<file path="src/rtl/median_filter_stream_if.sv">
// Sample/result stream bundle for median_filter_stream: one input stream of samples,
// one output stream of {median, min, max} results.
interface median_filter_stream_if #(
    parameter int WIDTH = 8
);
    // Valid/ready on both streams: a beat transfers on a rising edge where valid && ready.
    // A producer holds valid and data stable until that edge, and ready never depends on
    // valid from the same side.
    logic             in_valid;
    logic             in_ready;
    logic [WIDTH-1:0] in_data;
    logic             out_valid;
    logic             out_ready;
    logic [WIDTH-1:0] out_median;
    logic [WIDTH-1:0] out_min;
    logic [WIDTH-1:0] out_max;

    modport slave (
        input  in_valid, in_data, out_ready,
        output in_ready, out_valid, out_median, out_min, out_max
    );

    modport master (
        output in_valid, in_data, out_ready,
        input  in_ready, out_valid, out_median, out_min, out_max
    );
endinterface

</file>
<file path="src/rtl/median_filter_stream.sv">
// Sliding-window median/min/max filter: shift-register window, rank-based selection,
// one stage of pending-result flag and a registered output stage.
module median_filter_stream #(
    parameter int WIDTH  = 8,
    parameter int WINDOW = 5
) (
    input  logic                  clk,
    input  logic                  rst,
    input  logic                  flush,
    median_filter_stream_if.slave bus
);
    localparam int CW  = $clog2(WINDOW + 1);
    localparam int RW  = $clog2(WINDOW);
    localparam int MED = (WINDOW - 1) / 2;

    if ((WINDOW < 3) || (WINDOW > 15) || ((WINDOW % 2) == 0)) begin : g_bad_window
        $error("median_filter_stream: WINDOW must be odd and within 3..15");
    end

    logic [WIDTH-1:0] win_q [WINDOW];
    logic [WIDTH-1:0] win_d [WINDOW];
    logic [CW-1:0]    fill_q, fill_d;
    logic             s1_valid_q, s1_valid_d;
    logic             out_valid_q, out_valid_d;
    logic [WIDTH-1:0] median_q, median_d;
    logic [WIDTH-1:0] min_q, min_d;
    logic [WIDTH-1:0] max_q, max_d;

    logic [RW-1:0]    rank [WINDOW];
    logic [WIDTH-1:0] sel_median, sel_min, sel_max;
    logic             in_ready;
    logic             accept;
    logic             produce;
    logic             load;

    // A full output register with a pending stage-1 result and no consumer stalls input.
    assign in_ready = !rst && !flush && (!s1_valid_q || !out_valid_q || bus.out_ready);
    assign accept   = bus.in_valid && in_ready;
    assign produce  = accept && (fill_q >= CW'(WINDOW - 1));
    assign load     = s1_valid_q && (!out_valid_q || bus.out_ready);

    assign bus.in_ready   = in_ready;
    assign bus.out_valid  = out_valid_q;
    assign bus.out_median = median_q;
    assign bus.out_min    = min_q;
    assign bus.out_max    = max_q;

    // Equal samples are ordered by position, so ranks always form a permutation.
    always_comb begin
        for (int i = 0; i < WINDOW; i++) begin
            rank[i] = '0;
            for (int j = 0; j < WINDOW; j++) begin
                if ((j != i) &&
                    ((win_q[j] < win_q[i]) || ((win_q[j] == win_q[i]) && (j < i)))) begin
                    rank[i] = rank[i] + RW'(1);
                end
            end
        end
        sel_median = '0;
        sel_min    = '0;
        sel_max    = '0;
        for (int i = 0; i < WINDOW; i++) begin
            if (rank[i] == RW'(MED))        sel_median = win_q[i];
            if (rank[i] == '0)              sel_min    = win_q[i];
            if (rank[i] == RW'(WINDOW - 1)) sel_max    = win_q[i];
        end
    end

    always_comb begin
        win_d       = win_q;
        fill_d      = fill_q;
        s1_valid_d  = s1_valid_q;
        out_valid_d = out_valid_q;
        median_d    = median_q;
        min_d       = min_q;
        max_d       = max_q;

        if (accept) begin
            win_d[0] = bus.in_data;
            for (int i = 1; i < WINDOW; i++) begin
                win_d[i] = win_q[i-1];
            end
            if (fill_q != CW'(WINDOW)) begin
                fill_d = fill_q + CW'(1);
            end
        end

        if (load) begin
            out_valid_d = 1'b1;
            s1_valid_d  = 1'b0;
            median_d    = sel_median;
            min_d       = sel_min;
            max_d       = sel_max;
        end else if (out_valid_q && bus.out_ready) begin
            out_valid_d = 1'b0;
        end

        // A new result entering stage 1 overrides the clear caused by a load.
        if (produce) begin
            s1_valid_d = 1'b1;
        end

        // Flush drops the window and every pending result but keeps the last output data.
        if (flush) begin
            for (int i = 0; i < WINDOW; i++) begin
                win_d[i] = '0;
            end
            fill_d      = '0;
            s1_valid_d  = 1'b0;
            out_valid_d = 1'b0;
            median_d    = median_q;
            min_d       = min_q;
            max_d       = max_q;
        end
    end

    always_ff @(posedge clk) begin
        if (rst) begin
            for (int i = 0; i < WINDOW; i++) begin
                win_q[i] <= '0;
            end
            fill_q      <= '0;
            s1_valid_q  <= 1'b0;
            out_valid_q <= 1'b0;
            median_q    <= '0;
            min_q       <= '0;
            max_q       <= '0;
        end else begin
            win_q       <= win_d;
            fill_q      <= fill_d;
            s1_valid_q  <= s1_valid_d;
            out_valid_q <= out_valid_d;
            median_q    <= median_d;
            min_q       <= min_d;
            max_q       <= max_d;
        end
    end
endmodule

</file>
<file path="src/flat_wrapper.sv">
// flat-port wrapper written by rule: the top's interface ports become plain ports
module median_filter_stream_flat 
#(
    parameter int WIDTH  = 8,
    parameter int WINDOW = 5
)
  (clk, rst, flush, bus_in_valid, bus_in_data, bus_out_ready, bus_in_ready, bus_out_valid, bus_out_median, bus_out_min, bus_out_max);
  median_filter_stream_if #(.WIDTH(WIDTH)) bus_i ();
  input  logic clk;
  input  logic rst;
  input  logic flush;
  input wire logic [$bits(bus_i.in_valid)-1:0] bus_in_valid;
  input wire logic [$bits(bus_i.in_data)-1:0] bus_in_data;
  input wire logic [$bits(bus_i.out_ready)-1:0] bus_out_ready;
  output wire logic [$bits(bus_i.in_ready)-1:0] bus_in_ready;
  output wire logic [$bits(bus_i.out_valid)-1:0] bus_out_valid;
  output wire logic [$bits(bus_i.out_median)-1:0] bus_out_median;
  output wire logic [$bits(bus_i.out_min)-1:0] bus_out_min;
  output wire logic [$bits(bus_i.out_max)-1:0] bus_out_max;
  assign bus_i.in_valid = bus_in_valid;
  assign bus_i.in_data = bus_in_data;
  assign bus_i.out_ready = bus_out_ready;
  assign bus_in_ready = bus_i.in_ready;
  assign bus_out_valid = bus_i.out_valid;
  assign bus_out_median = bus_i.out_median;
  assign bus_out_min = bus_i.out_min;
  assign bus_out_max = bus_i.out_max;
  median_filter_stream #(.WIDTH(WIDTH), .WINDOW(WINDOW)) u_core (.clk(clk), .rst(rst), .flush(flush), .bus(bus_i));
endmodule
</file>
<file path="config.mk">
export PLATFORM = sky130hd
export DESIGN_NAME = median_filter_stream_flat
export DESIGN_NICKNAME = d
export VERILOG_FILES = /design/src/rtl/median_filter_stream_if.sv /design/src/rtl/median_filter_stream.sv /design/src/flat_wrapper.sv
export SDC_FILE = /design/constraint.sdc
export NUM_CORES = 1
export LEC_CHECK = 0
export CAP_MARGIN = 20
export CORE_MARGIN = 2
export CORE_UTILIZATION = 45
export CTS_CLUSTER_SIZE = 10
export DETAILED_ROUTE_END_ITERATION = 12
export HOLD_SLACK_MARGIN = 0.02
export PLACE_DENSITY_LB_ADDON = 0.05
export SETUP_SLACK_MARGIN = 0.1
export SLEW_MARGIN = 10
export SYNTH_ARGS = -nofsm -noshare
export SYNTH_HDL_FRONTEND = slang
export SYNTH_SLANG_ARGS = --single-unit
</file>
<file path="constraint.sdc">
create_clock -name clk -period 4.1 [get_ports clk]
set_clock_uncertainty 0.05 [all_clocks]
set_input_delay 0.82 -clock clk [delete_from_list [all_inputs] [get_ports clk]]
set_output_delay 0.82 -clock clk [all_outputs]
set_load 0.01 [all_outputs]
</file>
## After elaboration in Yosys (flattened, before gate mapping)

Index checks and enable logic that the tools add are counted.
Widths: inputs -> output; s select.

- Bits in registers: 69
- Output and inout port bits: 26
- Word-level logic and storage cells: 142

- Add/subtract/negate cells: 16
- $lt $le $gt $ge: 21
- Equal/unequal tests: 21
- Mux-type cells: 39
- Bitwise logic cells: 1
- Reductions and logical operators: 33

Operators with widths:

| kind | number |
|---|---|
| $lt 8x8->1 | 20 |
| $mux 8 | 15 |
| $eq 8x8->1 | 10 |
| $add 3x1->3 const B | 16 |
| $mux 3 | 15 |
| $eq 3x2->1 const B | 5 |
| $eq 3x3->1 const B | 5 |
| $logic_not 3->1 | 5 |
| $logic_or 1x1->1 | 13 |
| $mux 1 | 9 |
| $logic_and 1x1->1 | 6 |
| $logic_not 1->1 | 4 |
| $reduce_and 2->1 | 2 |
| $reduce_bool 2->1 | 2 |
| $ge 3x3->1 const B | 1 |
| $ne 3x3->1 const B | 1 |
| $reduce_or 2->1 | 1 |
| $not 1->1 | 1 |

## Logic depth before layout (Yosys ltp)

- Word-level depth: 14
- Depth in mapped cells: 23
- Gate-level depth less buffers: 22

## Worst setup path after synthesis

Ideal clock, no wire load.

- Kind: reg2reg
- From: register u_core.win_q[25] in the netlist's numbering
- To: register u_core.median_q[5] (netlist: u_core.bus.out_median[5])
- Library setup time: 0.086 ns
- Data arrival time: 4.008 ns
- Data required time: 3.964 ns
- Setup slack: -0.044 ns
- Cell stages (with the launch flop): 21
- Period minus slack after synthesis: 4.144 ns
- Cells stage by stage: dfxtp_1 inv_1 ha_1 nor2b_1 o21a_1 o21a_1 o21a_1 o21a_1 o21ai_0 nand2b_1 a21oi_1 ha_1 xnor2_1 ha_1 nor4_1 a211o_2 nand3b_4 buf_6 o21a_1 a211o_1 a211oi_1

- Longest elaborated chain between the ends: 14
- Elaborated cells between the ends (all ways): 55
- Those cells by class: add/sub (12); order compare (8); eq/ne (9); mux (22); reduce/logical (4)

RTL lines:

| item | RTL line | text |
|---|---|---|
| from (decl) | median_filter_stream.sv:20 | `logic [WIDTH-1:0] win_q [WINDOW];` |
| from (signal assigned) | median_filter_stream.sv:129 | `win_q <= win_d;` |
| $lt 8x8->1 / $eq 8x8->1 (equally long branches) | median_filter_stream.sv:54 | `((win_q[j] < win_q[i]) \|\| ((win_q[j] == win_q[i]) && (j < i)))) begin` |
| $mux 1 / $logic_or 1x1->1 (equally long branches) | median_filter_stream.sv:53, median_filter_stream.sv:54 |  |
| $add 3x1->3 / $mux 1 (equally long branches) | median_filter_stream.sv:55, median_filter_stream.sv:53 |  |
| $mux 3 / $add 3x1->3 (equally long branches) | median_filter_stream.sv:53, median_filter_stream.sv:55 |  |
| $add 3x1->3 / $mux 3 (equally long branches) | median_filter_stream.sv:55, median_filter_stream.sv:53 |  |
| $mux 3 / $add 3x1->3 (equally long branches) | median_filter_stream.sv:53, median_filter_stream.sv:55 |  |
| $add 3x1->3 / $mux 3 (equally long branches) | median_filter_stream.sv:55, median_filter_stream.sv:53 |  |
| $mux 3 / $add 3x1->3 (equally long branches) | median_filter_stream.sv:53, median_filter_stream.sv:55 |  |
| $eq 3x2->1 / $mux 3 (equally long branches) | median_filter_stream.sv:63, median_filter_stream.sv:53 |  |
| $mux 8 / $eq 3x2->1 (equally long branches) | median_filter_stream.sv:63 | `if (rank[i] == RW'(MED)) sel_median = win_q[i];` |
| $mux 8 (3 in a row) | median_filter_stream.sv:63 |  |
| $mux 8 (*) | median_filter_stream.sv:63 |  |
| to (signal assigned) | median_filter_stream.sv:133 | `median_q <= median_d;` |
| to (decl) | median_filter_stream.sv:25 | `logic [WIDTH-1:0] median_q, median_d;` |

Mark *: on every way between the ends. The rest lies on a longest branch, timed or not.
A chain may end at the register's enable or synchronous reset.

## Worst setup path after layout

- From: register u_core.win_q[25] in the netlist's numbering
- To: register u_core.min_q[0] (netlist: u_core.bus.out_min[0])

- Longest elaborated chain between the ends: 14
- Elaborated cells between the ends (all ways): 55
- Those cells by class: add/sub (12); order compare (8); eq/ne (4); mux (22); reduce/logical (9)

RTL lines:

| item | RTL line | text |
|---|---|---|
| $lt 8x8->1 / $eq 8x8->1 (equally long branches) | median_filter_stream.sv:54 |  |
| $mux 1 / $logic_or 1x1->1 (equally long branches) | median_filter_stream.sv:53, median_filter_stream.sv:54 |  |
| $add 3x1->3 / $mux 1 (equally long branches) | median_filter_stream.sv:55, median_filter_stream.sv:53 |  |
| $mux 3 / $add 3x1->3 (equally long branches) | median_filter_stream.sv:53, median_filter_stream.sv:55 |  |
| $add 3x1->3 / $mux 3 (equally long branches) | median_filter_stream.sv:55, median_filter_stream.sv:53 |  |
| $mux 3 / $add 3x1->3 (equally long branches) | median_filter_stream.sv:53, median_filter_stream.sv:55 |  |
| $add 3x1->3 / $mux 3 (equally long branches) | median_filter_stream.sv:55, median_filter_stream.sv:53 |  |
| $mux 3 / $add 3x1->3 (equally long branches) | median_filter_stream.sv:53, median_filter_stream.sv:55 |  |
| $logic_not 3->1 / $mux 3 (equally long branches) | median_filter_stream.sv:64, median_filter_stream.sv:53 |  |
| $mux 8 / $logic_not 3->1 (equally long branches) | median_filter_stream.sv:64 | `if (rank[i] == '0) sel_min = win_q[i];` |
| $mux 8 (3 in a row) | median_filter_stream.sv:64 |  |
| $mux 8 (*) | median_filter_stream.sv:64 |  |
| to (signal assigned) | median_filter_stream.sv:134 | `min_q <= min_d;` |
| to (decl) | median_filter_stream.sv:26 | `logic [WIDTH-1:0] min_q, min_d;` |

Marks and branches as above.

==> key figures <==
Cells and area
  – Multi-input logic area: 5160 µm²
  – # diodes: 0
  – Reg area: 1390 µm²
  – Fillers: approximately 1100
  – Commonest non-fill, non-tap cell in the layout: buf_4
  – Share of cells above drive strength 1: 0.272
  – Most frequent cells in the layout: 92 x buf_4, 90 x ha_1, 65 x nor2_1
  – Layout Nets: 1005
  – Synthesis-to-finish area growth: 40.3%

STA
  – Worst slew pin tran: between 0.8 and 0.9 ns
  – Max Freq: 246 MHz
  – Final max-slew violation count: 0
  – Setup Viol. Count Final: 0
  – RSZ-0062 raised after global routing: yes
  – Fin. Hold Viols: 0
  – Rel. slew slack: 0.443
  – Final Critical Period: roughly 4.1 ns
  – Worst setup margin: between 0.03 and 0.04 ns
  – Hold_ws: 0.474 ns
  – Part of the cycle the worst path needs: 0.991

Min path
  – Hold Crit Start: u_core.fill_q[1]
  – Worst Hold Path Cells: 2
  – Hold endpoint: u_core.fill_q[1]
  – Hold Path Class: register to register

Yosys
  – Synth Warn #: 0
  – Syn Std Cell Area: 6080 µm²
  – Unique masters post-synth: 66
  – Seq cells post-synth: just under 70
  – Post-synth top flop: dfxtp_1
  – Compound-gate portion of the synthesized area: 0.293
  – Synth async-reset ratio: 0
  – Number of synthesized flops with an enable pin: 0
  – Top cell type's share of synthesized area: 0.227
  – Post-synthesis mux area share: 0.00679
  – Synth top area cells: dfxtp_1 23%, ha_1 20%, o21ai_0 6.2%
  – Main combinational cell family by area after synthesis: compound AO/OA/AOI/OAI gates
  – Adder-Cell Fraction of Synth Area: 0.204
  – Synth Area in XOR/XNOR: 0.00720
  – Avg Cell Area, Syn: 7.86 µm²
  – Mapped Cells: 774
  – Synth area leader: dfxtp_1
  – Synth Area in Simple Gates: 0.203
  – Post-synth net total: around 890
  – Post-synthesis sequential area ratio: 0.227

Route
  – Via density: between 6 and 7
  – Routed WL: 24400 µm
  – Antenna Nets Post-Route: 0
  – DR iter-0 viols: 595
  – Via count: 6791
  – Drt first pass iters: 5
  – WL per Instance: 22.7 µm
  – Remaining routing DRC violations: 0

Clock tree
  – CTS tree: yes
  – CTS Buf Count: 9
  – Worst-path clk slew: 0.06 ns
  – Root Driver: clkbuf_16
  – Post-CTS Hold Buffers: 0
  – Maximum clock insertion buffer count: 2
  – H-tree depth: 3
  – Clock sink total: 69
  – Clk_lat worst skew: 0.34 ns

Placed design
  – Setup Slack @ Placement: -0.236 ns
  – Post-DP HPWL: roughly 17000 µm
  – GPL Wtd Cong: a little under 1
  – PortBufs: 38

Worst setup path
  – Worst endpoint required time: 4.27 ns
  – Crit path max fanout: 8
  – FF-to-FF setup slack: 0.04 ns
  – Reg2reg end: u_core.bus.out_min[0]
  – CP startpoint: u_core.win_q[25]
  – Critical path endpoint category: register
  – R2R cell count: 22
  – Arrival time worst endpoint: approximately 4.2 ns
  – Crit path kind: register to register
  – R2r startpoint: u_core.win_q[25]
  – CP startpoint kind: register

Pwr
  – Sw Share: 0.361
  – Net Sw Power: 0.912 mW
  – Peak VDD IR: 0.000190 V
  – Internal: 1.61 mW
  – Sequential share of power: 0.270
  – Lkg Pwr: 3.37 nW
  – Clk pwr share: 0.315
  – Power share of the combinational group: 0.415
  – Pwr/cell area: 296 nW/µm²

Global routing
  – Initial antenna violation count: 0
  – Overall Global Routing Usage: 0.330
  – Grt ovf: 0
  – Largest net degree at the start of global routing: 39
  – First-pass GRT wire length: 35900 µm
  – Number of global-route vias before repair: about 6300

Floorplanning
  – Die width: roughly 120 µm
  – Site Rows: between 40 and 50
  – I/O Pins: 39
  – Starting Density: 0.459
  – Core footprint: ~13000 µm²
  – Die area: 14500 µm²
  – Die height: 120 µm

Run status
  – Status: finished, final reports clean

Run
  – Max_cap viols: 0
## repair_timing
action / CTS / global route
setup endpoints to repair: 24 / 24
buffers inserted: 10 / 9
gates cloned: 3 / 2
resized for setup: 85 / 80
pin swaps: 28 / 18
## final cells by class
class | instances | share of cell area
multi-input cells | 621 | 0.605
flip-flops and latches | 69 | 0.163
repair buffers | 143 | 0.150
clock buffers | 9 | 0.0264
well taps | 176 | 0.0258
inverters | 49 | 0.0219
clock inverters | 6 | 0.00748
## sequential cells by signal (all words and copies together), names as in the netlist
signal and flops:
u_core.bus.out_valid 1, u_core.s1_valid_q 1, u_core.bus.out_median 8, u_core.bus.out_max 8, u_core.bus.out_min 8, u_core.fill_q 3, u_core.win_q 40
## cell families after synthesis
kind of cell | Yosys count
XOR/XNOR | 5
AND/OR/NAND/NOR | 241
adder cells (fa/ha/maj) | 99
multiplexers | 4
flip-flops | 69
buffers and inverters | 87
AO/OA/AOI/OAI | 269
## cell usage after synthesis (9+ instances only)
master     n
a211o_1   16
nor2b_1   10
inv_1     49
nor2_1    69
nand2b_1   9
ha_1      99
o21ai_0   75
a31oi_1   10
and4_1    10
a21oi_1   47
o31ai_1   25
nand4_1   28
clkbuf_1  24
o22ai_1    9
o21a_1    21
a211oi_1  14
dfxtp_1   69
nand3_1   41
nand2_1   43
## worst max-delay path: stages (launching register included)
cell and delay, ns:
dfxtp_2 0.32, inv_2 0.07, ha_4 0.20, nor2b_4 0.12
o21a_1 0.16, o21a_1 0.17, o21a_1 0.17, o21a_1 0.17
o21ai_1 0.11, nand2b_1 0.10, a21oi_4 0.21, o21a_1 0.24
ha_4 0.25, o21ai_2 0.13, nand2_4 0.10, ha_4 0.27
nand3_2 0.08, o31ai_4 0.16, o21bai_4 0.29, buf_12 0.18
o21ai_2 0.08, o221ai_4 0.19, a31oi_1 0.11
## per-layer routing
| layer | routed length (µm) | global-route usage | up-vias |
|---|---|---|---|
| met1 | 10300 | 0.431 | 3202 |
| met5 | 0 | 0 | - |
| met3 | 1740 | 0.0486 | 82 |
| li1 | - | - | 3167 |
| met2 | 11000 | 0.526 | 340 |
| met4 | 1330 | 0.176 | 0 |
## per-stage QoR
step | total power, mW | cell area, µm² | setup TNS [ns] | utilization | cells
3_5_place_dp | 1.33 | 7210 | -3.49 | 0.545 | 1034
4_1_cts | 2.31 | 8060 | 0 | 0.609 | 1062
2_1_floorplan | 1.15 | 6110 | 0 | - | 774
6_report | 2.53 | 8530 | 0 | 0.644 | 1073
5_1_grt | 2.61 | 8530 | -1.12 | 0.644 | 1073
3_3_place_gp | 1.31 | 7210 | -0.747 | 0.545 | 1034
## worst max path at each step
stage	end	slack [ns]
final	u_core.bus.out_min[0]	0.04
after global routing	u_core.bus.out_median[6]	-0.10
after detailed placement	u_core.bus.out_median[3]	-0.24
after CTS	u_core.bus.out_median[6]	0.11
after floorplan	u_core.bus.out_median[5]	0.11
after global placement	u_core.bus.out_min[5]	-0.07
## power groups by stage
stage,logic (mW),registers [mW],clock network (mW)
floorplan,0.451,0.694,0
global placement,0.620,0.695,0
detailed placement,0.637,0.695,0
CTS,0.834,0.680,0.794
global route,1.10,0.681,0.826
finish,1.05,0.681,0.796
(Power assumes the default switching activity.)
